[src/rtl/svm_weight_trainer_pkg.sv]
// svm_pkg: shared widths, packing positions, sign convention and FSM
// encoding for the SVM weight trainer and the recall path it feeds.
// No ports; it is imported by every file of the trainer.
package svm_pkg;

  localparam int FEAT_W  = 7;
  localparam int WGT_W   = 8;
  localparam int PROD_W  = 14;
  localparam int SCORE_W = 16;
  localparam int MCNT_W  = 16;

  // Bit positions inside the packed weight and feature words.
  localparam int W1_LSB = 8;
  localparam int W2_LSB = 0;
  localparam int X1_LSB = 7;
  localparam int X2_LSB = 0;

  localparam logic SIGN_NEG = 1'b1;
  localparam logic [FEAT_W-1:0] MAG_MAX = {FEAT_W{1'b1}};

  typedef enum logic [1:0] {
    ST_IDLE = 2'd0,
    ST_MUL  = 2'd1,
    ST_SUM  = 2'd2,
    ST_UPD  = 2'd3
  } state_t;

  // A zero magnitude never carries a negative sign.
  function automatic logic [WGT_W-1:0] wgt_norm(input logic [WGT_W-1:0] w);
    return (w[FEAT_W-1:0] == '0) ? '0 : w;
  endfunction

endpackage

[src/rtl/svm_weight_trainer_if.sv]
// svm_weight_trainer_if: bundles the trainer's load, sample, done and
// status signals.
//   master : drives load_valid/load_weights and sample_valid/feature/label;
//            observes sample_ready, weights, done_*, mistake_count.
//   slave  : the trainer side (directions reversed).
interface svm_weight_trainer_if;
  import svm_pkg::*;

  logic                 load_valid;
  logic [2*WGT_W-1:0]   load_weights;
  logic                 sample_valid;
  logic                 sample_ready;
  logic [2*FEAT_W-1:0]  sample_feature;
  logic                 sample_label;
  logic [2*WGT_W-1:0]   weights;
  logic                 done_valid;
  logic                 done_pred;
  logic                 done_mistake;
  logic [SCORE_W-1:0]   done_score;
  logic [MCNT_W-1:0]    mistake_count;

  modport master (
    output load_valid, load_weights, sample_valid, sample_feature, sample_label,
    input  sample_ready, weights, done_valid, done_pred, done_mistake,
           done_score, mistake_count
  );

  modport slave (
    input  load_valid, load_weights, sample_valid, sample_feature, sample_label,
    output sample_ready, weights, done_valid, done_pred, done_mistake,
           done_score, mistake_count
  );

endinterface

[src/rtl/svm_weight_trainer_sm_add_sat.sv]
// sm_add_sat: adds a sign-magnitude delta to one sign-magnitude weight.
//   w_in  : current weight, [7] sign (1 = negative), [6:0] magnitude
//   d_mag : delta magnitude
//   d_neg : delta sign (1 = negative)
//   w_out : result; same-sign sums saturate at 127, a zero result has sign 0
module sm_add_sat
  import svm_pkg::*;
(
  input  logic [WGT_W-1:0]  w_in,
  input  logic [FEAT_W-1:0] d_mag,
  input  logic              d_neg,
  output logic [WGT_W-1:0]  w_out
);

  logic              w_neg;
  logic [FEAT_W-1:0] w_mag;
  logic [FEAT_W:0]   sum;
  logic [FEAT_W-1:0] r_mag;
  logic              r_neg;

  assign w_neg = w_in[WGT_W-1];
  assign w_mag = w_in[FEAT_W-1:0];
  assign sum   = {1'b0, w_mag} + {1'b0, d_mag};

  always_comb begin
    r_mag = w_mag;
    r_neg = w_neg;
    if (w_neg == d_neg) begin
      r_mag = sum[FEAT_W] ? MAG_MAX : sum[FEAT_W-1:0];
    end else if (w_mag >= d_mag) begin
      r_mag = w_mag - d_mag;
    end else begin
      r_mag = d_mag - w_mag;
      r_neg = d_neg;
    end
  end

  assign w_out = (r_mag == '0) ? '0 : {r_neg, r_mag};

endmodule

[src/rtl/svm_weight_trainer.sv]
// svm_weight_trainer: online perceptron-style trainer for the 2-D SVM
// classifier; its weights output is the recall path's support-vector word.
//   Bus2IP_Clk   : clock, rising edge
//   Bus2IP_Reset : synchronous active-high reset
//   bus (slave)  : load request, sample handshake, done pulse, weights,
//                  mistake count
//   LR_SHIFT     : right shift of feature magnitudes for the update (0..6)
//
// state | meaning
// IDLE  | waiting; accepts a load or a sample
// MUL   | products x_i*|w_i| registered with their weight signs
// SUM   | sign-magnitude score, prediction and mistake registered
// UPD   | weight update on mistake, done pulse registered
module svm_weight_trainer
  import svm_pkg::*;
#(
  parameter int unsigned LR_SHIFT = 0
) (
  input logic                 Bus2IP_Clk,
  input logic                 Bus2IP_Reset,
  svm_weight_trainer_if.slave bus
);

  state_t state, state_nxt;
  logic   accept, load_en, mul_en, sum_en, upd_en;

  logic [FEAT_W-1:0]    x1_q, x2_q;
  logic                 label_q;
  logic [PROD_W-1:0]    p1_q, p2_q;
  logic                 p1_neg_q, p2_neg_q;
  logic [SCORE_W-1:0]   score_q;
  logic                 pred_q, mistake_q;
  logic [2*WGT_W-1:0]   wgt_q;
  logic [MCNT_W-1:0]    mcount_q;
  logic                 done_valid_q, done_pred_q, done_mistake_q;
  logic [SCORE_W-1:0]   done_score_q;

  logic [WGT_W-1:0]     w1, w2, w1_upd, w2_upd;
  logic [PROD_W-1:0]    p1_c, p2_c;
  logic [SCORE_W-2:0]   mag_c;
  logic                 sign_c;
  logic [FEAT_W-1:0]    d1, d2;
  logic                 d_neg;

  // ---------------- FSM ----------------
  always_ff @(posedge Bus2IP_Clk) begin
    if (Bus2IP_Reset) state <= ST_IDLE;
    else              state <= state_nxt;
  end

  always_comb begin
    state_nxt = state;
    accept    = 1'b0;
    load_en   = 1'b0;
    mul_en    = 1'b0;
    sum_en    = 1'b0;
    upd_en    = 1'b0;
    case (state)
      ST_IDLE: begin
        load_en = bus.load_valid;
        if (bus.sample_valid && bus.sample_ready) begin
          accept    = 1'b1;
          state_nxt = ST_MUL;
        end
      end
      ST_MUL: begin
        mul_en    = 1'b1;
        state_nxt = ST_SUM;
      end
      ST_SUM: begin
        sum_en    = 1'b1;
        state_nxt = ST_UPD;
      end
      ST_UPD: begin
        upd_en    = 1'b1;
        state_nxt = ST_IDLE;
      end
      default: state_nxt = ST_IDLE;
    endcase
  end

  // A pending load blocks the sample so the load always wins in IDLE.
  assign bus.sample_ready = (state == ST_IDLE) && !bus.load_valid && !Bus2IP_Reset;

  // ---------------- datapath ----------------
  assign w1   = wgt_q[W1_LSB +: WGT_W];
  assign w2   = wgt_q[W2_LSB +: WGT_W];
  assign p1_c = PROD_W'(x1_q) * PROD_W'(w1[FEAT_W-1:0]);
  assign p2_c = PROD_W'(x2_q) * PROD_W'(w2[FEAT_W-1:0]);

  // Sign-magnitude add, identical to the recall path: an exact tie of
  // opposite-signed products gives +0.
  always_comb begin
    mag_c  = '0;
    sign_c = ~SIGN_NEG;
    if (p1_neg_q == p2_neg_q) begin
      mag_c  = {1'b0, p1_q} + {1'b0, p2_q};
      sign_c = p1_neg_q;
    end else if (p1_q > p2_q) begin
      mag_c  = {1'b0, p1_q - p2_q};
      sign_c = p1_neg_q;
    end else if (p2_q > p1_q) begin
      mag_c  = {1'b0, p2_q - p1_q};
      sign_c = p2_neg_q;
    end
  end

  assign d1    = x1_q >> LR_SHIFT;
  assign d2    = x2_q >> LR_SHIFT;
  assign d_neg = label_q ? ~SIGN_NEG : SIGN_NEG;

  sm_add_sat u_add_w1 (.w_in(w1), .d_mag(d1), .d_neg(d_neg), .w_out(w1_upd));
  sm_add_sat u_add_w2 (.w_in(w2), .d_mag(d2), .d_neg(d_neg), .w_out(w2_upd));

  always_ff @(posedge Bus2IP_Clk) begin
    if (Bus2IP_Reset) begin
      x1_q           <= '0;
      x2_q           <= '0;
      label_q        <= 1'b0;
      p1_q           <= '0;
      p2_q           <= '0;
      p1_neg_q       <= 1'b0;
      p2_neg_q       <= 1'b0;
      score_q        <= '0;
      pred_q         <= 1'b0;
      mistake_q      <= 1'b0;
      wgt_q          <= '0;
      mcount_q       <= '0;
      done_valid_q   <= 1'b0;
      done_pred_q    <= 1'b0;
      done_mistake_q <= 1'b0;
      done_score_q   <= '0;
    end else begin
      done_valid_q <= 1'b0;
      if (load_en) begin
        wgt_q    <= {wgt_norm(bus.load_weights[W1_LSB +: WGT_W]),
                     wgt_norm(bus.load_weights[W2_LSB +: WGT_W])};
        mcount_q <= '0;
      end
      if (accept) begin
        x1_q    <= bus.sample_feature[X1_LSB +: FEAT_W];
        x2_q    <= bus.sample_feature[X2_LSB +: FEAT_W];
        label_q <= bus.sample_label;
      end
      if (mul_en) begin
        p1_q     <= p1_c;
        p2_q     <= p2_c;
        p1_neg_q <= w1[WGT_W-1];
        p2_neg_q <= w2[WGT_W-1];
      end
      if (sum_en) begin
        score_q   <= {sign_c, mag_c};
        pred_q    <= (sign_c != SIGN_NEG);
        mistake_q <= ((sign_c != SIGN_NEG) != label_q);
      end
      if (upd_en) begin
        done_valid_q   <= 1'b1;
        done_pred_q    <= pred_q;
        done_mistake_q <= mistake_q;
        done_score_q   <= score_q;
        if (mistake_q) begin
          wgt_q <= {w1_upd, w2_upd};
          if (mcount_q != {MCNT_W{1'b1}}) mcount_q <= mcount_q + 1'b1;
        end
      end
    end
  end

  assign bus.weights       = wgt_q;
  assign bus.mistake_count = mcount_q;
  assign bus.done_valid    = done_valid_q;
  assign bus.done_pred     = done_pred_q;
  assign bus.done_mistake  = done_mistake_q;
  assign bus.done_score    = done_score_q;

endmodule

[src/flat_wrapper.sv]
// flat-port wrapper written by rule: the top's interface ports become plain ports
module svm_weight_trainer_flat import svm_pkg::*;
#(
  parameter int unsigned LR_SHIFT = 0
)
  (Bus2IP_Clk, Bus2IP_Reset, bus_load_valid, bus_load_weights, bus_sample_valid, bus_sample_feature, bus_sample_label, bus_sample_ready, bus_weights, bus_done_valid, bus_done_pred, bus_done_mistake, bus_done_score, bus_mistake_count);
  svm_weight_trainer_if bus_i ();
  input logic Bus2IP_Clk;
  input logic Bus2IP_Reset;
  input wire logic [$bits(bus_i.load_valid)-1:0] bus_load_valid;
  input wire logic [$bits(bus_i.load_weights)-1:0] bus_load_weights;
  input wire logic [$bits(bus_i.sample_valid)-1:0] bus_sample_valid;
  input wire logic [$bits(bus_i.sample_feature)-1:0] bus_sample_feature;
  input wire logic [$bits(bus_i.sample_label)-1:0] bus_sample_label;
  output wire logic [$bits(bus_i.sample_ready)-1:0] bus_sample_ready;
  output wire logic [$bits(bus_i.weights)-1:0] bus_weights;
  output wire logic [$bits(bus_i.done_valid)-1:0] bus_done_valid;
  output wire logic [$bits(bus_i.done_pred)-1:0] bus_done_pred;
  output wire logic [$bits(bus_i.done_mistake)-1:0] bus_done_mistake;
  output wire logic [$bits(bus_i.done_score)-1:0] bus_done_score;
  output wire logic [$bits(bus_i.mistake_count)-1:0] bus_mistake_count;
  assign bus_i.load_valid = bus_load_valid;
  assign bus_i.load_weights = bus_load_weights;
  assign bus_i.sample_valid = bus_sample_valid;
  assign bus_i.sample_feature = bus_sample_feature;
  assign bus_i.sample_label = bus_sample_label;
  assign bus_sample_ready = bus_i.sample_ready;
  assign bus_weights = bus_i.weights;
  assign bus_done_valid = bus_i.done_valid;
  assign bus_done_pred = bus_i.done_pred;
  assign bus_done_mistake = bus_i.done_mistake;
  assign bus_done_score = bus_i.done_score;
  assign bus_mistake_count = bus_i.mistake_count;
  svm_weight_trainer #(.LR_SHIFT(LR_SHIFT)) u_core (.Bus2IP_Clk(Bus2IP_Clk), .Bus2IP_Reset(Bus2IP_Reset), .bus(bus_i));
endmodule
[config.mk]
export PLATFORM = sky130hd
export DESIGN_NAME = svm_weight_trainer_flat
export DESIGN_NICKNAME = d
export VERILOG_FILES = /design/src/rtl/svm_weight_trainer_pkg.sv /design/src/rtl/svm_weight_trainer_if.sv /design/src/rtl/svm_weight_trainer_sm_add_sat.sv /design/src/rtl/svm_weight_trainer.sv /design/src/flat_wrapper.sv
export SDC_FILE = /design/constraint.sdc
export NUM_CORES = 1
export LEC_CHECK = 0
export BUFFER_PORTS_ARGS = -buffer_cell sky130_fd_sc_hd__buf_2
export CAP_MARGIN = 20
export CORE_MARGIN = 1
export CORE_UTILIZATION = 50
export CTS_BUF_LIST = sky130_fd_sc_hd__clkbuf_16
export DETAILED_ROUTE_END_ITERATION = 12
export PLACE_DENSITY_LB_ADDON = 0.08
export SLEW_MARGIN = 10
export SYNTH_ARGS = -nofsm -noshare
export SYNTH_HDL_FRONTEND = slang
export SYNTH_SLANG_ARGS = --single-unit
[constraint.sdc]
create_clock -name Bus2IP_Clk -period 8.6 [get_ports Bus2IP_Clk]
set_clock_uncertainty 0.15 [all_clocks]
set_input_delay 0.86 -clock Bus2IP_Clk [delete_from_list [all_inputs] [get_ports Bus2IP_Clk]]
set_output_delay 0.86 -clock Bus2IP_Clk [all_outputs]
set_load 0.01 [all_outputs]
==> results.cfg <==
[die]
pin_count = 87
core_um2 = 22800
die_h_um = 155
rows = 55
die_width_um = 155
die_area_um2 = 24100
initial_core_util_pct = 51.5

[final_layout]
diodes = 0
syn2layout_area_growth_pct = 10.4
final_area_um2 = 13000
final_common_cell = nor2_1
drive_gt1_share_pct = 10.2
layout_common_cells = nor2_1, ha_1, inv_1, nand2_1, dfxtp_1
fin_nets = 1758
finalNonFillerCells = 1840
utilization_pct = 56.8

[clock_network]
cts_root_buffer = clkbuf_16
cts_buffer_depth = 2
cts_hold_buf = 0
clock-sinks = 116
cts_tree = built
h-tree-depth = 4
cts_made_buffers = 17
ctsResizeCount = 0
clkTransAtPathRegs_ps = 60
clock_insertion_delay_worst_skew_ps = 430
post-cts-setup-buffers = 0

[critical_path]
cp.required_ps = 8710
crit_path_start_kind = flip-flop
slowest_stage = fa_1
path_cells = clkinv_1, nor2_1, fa_1, ha_1, inv_1, fa_1, fa_1, inv_1, ha_1, a21oi_1, o21ai_0, a21oi_1, o21bai_1, a41o_1, mux2i_1, o311ai_0
crit_type = flip-flop to flip-flop
end_kind = flip-flop
path_common_cell = fa_1
crit_fanout = 10
critPathArrivalTime_ps = 4860
max_stage_delay_ps = 550

[global_route]
grt_pass1_wl_um = 54200
grt_use_total_pct = 28.5
first_global_vias = 10100
antenna_found_initial = 0
grt-ovfl-total = 0
grt_max_degree = 72

[sta]
fmax_mhz = 211
max_slew.worst_pin.slew_ps = 1080
tns_ps = 0
hold_viol_final = 0
rsz0062_at_grt = false
worst_slack_ps = 3850
finalSetupViolCount = 0
fin_crit_ps = 4750
slew-limit-headroom_pct = 28.1
layout_worst_path_cycle_share_pct = 55.2
final_max_slew_viol_count = 0

[job]
maxCapViolations = 0

[synthesis]
synthCells = 1458
synth_flop_cell = dfxtp_1
seq_area_frac_synth_pct = 19.8
synth-seq-cells = 116
synth-warning-count = 0
avgSynthCellArea_um2 = 8.06
synth_edf_count = 0
syn_area_um2 = 11800
synth_cell_types = 92
syn_nets = 1702
synth-async-reset-ratio_pct = 0

[outcome]
status = complete, no violations

[routing]
vias_per_cell = 5.84
drcViolationCount = 0
wl_per_cell_um = 18.5
first_pass_iters = 6
drtIter0Drc = 803
routed_wl_um = 34000
antenna_left = 0
via_count = 10800

[place]
pre_cts_slack_ps = 3830
gp_congestion = 0.965
dp_cells = 1807
dp_hpwl_um = 26300
port_buffers = 86
dpl_cell_area_um2 = 12400

[power]
peakVddDrop_v = 0.000104
power.static_leakage_nw = 5.95
power.density_nw_per_um2 = 205

[hold_path]
hold_class = flip-flop to flip-flop
==> state kept, by name, indices dropped and copies added (netlist names), 2 cells and up <==
register                  cells
u_core.p2_q                  14
u_core.bus.done_score        16
u_core.score_q               16
u_core.d2                     7
u_core.p1_q                  14
u_core.bus.mistake_count     16
u_core.state                  2
u_core.d1                     7
u_core.bus.weights           16
==> worst max-delay path, delay by kind of cell (launching register included) <==
kind,cells,cell delay (ps)
compound gates,6,1060
mux,1,130
buf+inv,3,460
simple gates,1,230
fa+ha+maj,5,2100
flops,1,430
==> kinds of logic (layout without fill, tap and decap cells) <==
group	Yosys count	in the layout	synth area share [%]
simple gates	492	492	19.5
compound gates	351	351	20.6
fa+ha+maj	209	209	25.9
buf+inv	199	268	6.77
flops	116	116	19.8
mux	54	54	4.66
xor+xnor	37	37	2.82
==> per-layer routing <==
metal  part of all wire [%]  global-route usage [%]  wire, µm  vias to the layer above
li1                       -                       -         -                     5216
met1                     47                    39.5     15900                     5160
met2                     45                    45.3     15400                      315
met3                    5.5                    4.40      1850                       59
met4                    2.3                    9.48       795                        0
met5                      0                       0         0                        -
==> metrics by stage <==
step | hold WS (ps) | power [W]
2_1_floorplan | 275 | 0.00158
3_3_place_gp | 301 | 0.00190
3_5_place_dp | 302 | 0.00190
4_1_cts | 311 | 0.00264
5_1_grt | 350 | 0.00280
6_report | 305 | 0.00266
==> area by class of cell <==
type,instances,area [µm²]
multi-input cells,1143,8640
well taps,313,392
clock buffers,17,425
flip-flops and latches,116,2320
inverters,138,518
repair buffers,98,523
clock inverters,15,156
fillers,2249,9870
==> final timing paths <==
kind	slack, ps	endpoint	start	cells after the start
worst max register to register	3850	u_core.p1_q[12]	u_core.bus.weights[9]	16
worst min-delay path	310	u_core.score_q[4]	u_core.score_q[4]	2
worst max-delay path	3850	u_core.p1_q[12]	u_core.bus.weights[9]	16
worst min register to register	310	u_core.score_q[4]	u_core.score_q[4]	2
==> cell usage after synthesis (6+ instances only) <==
master    number  share of area (%)
nor2_1       178                5.7
nor4_1         6               0.32
o21a_1         9               0.57
clkbuf_1      32                1.0
and2_1        14               0.74
nor2b_1       15               0.80
a211oi_1      17                1.1
dfxtp_1      116                 20
buf_1          8               0.26
nor3_1        25                1.1
buf_2         14               0.60
mux2i_1       51                4.3
fa_1          57                9.7
and3_1        20                1.1
a22o_1         6               0.45
nand2b_1      20                1.1
a22oi_1        7               0.45
a21boi_0       6               0.38
or3_1          6               0.32
a221oi_1       6               0.45
o21bai_1       7               0.45
o211ai_1       7               0.45
a221o_1        6               0.51
a21oi_1      108                4.6
a311oi_1      13               0.97
o31ai_1       10               0.64
nand2_1      136                4.3
a21o_1        18                1.1
nor3b_1       14               0.89
nand3b_1       8               0.51
a31oi_1        7               0.37
o21ai_0       49                2.1
ha_1         152                 16
nand3_1       30                1.3
xor2_1        11               0.82
xnor2_1       25                1.9
inv_1        136                4.3
==> report_power, final <==
group | internal [W] | leakage [nW] | switching [W]
registers | 0.000574 | 0.939 | 0.0000642
logic | 0.000474 | 4.72 | 0.000819
clock network | 0.000428 | 0.284 | 0.000299
(Power assumes the default switching activity.)
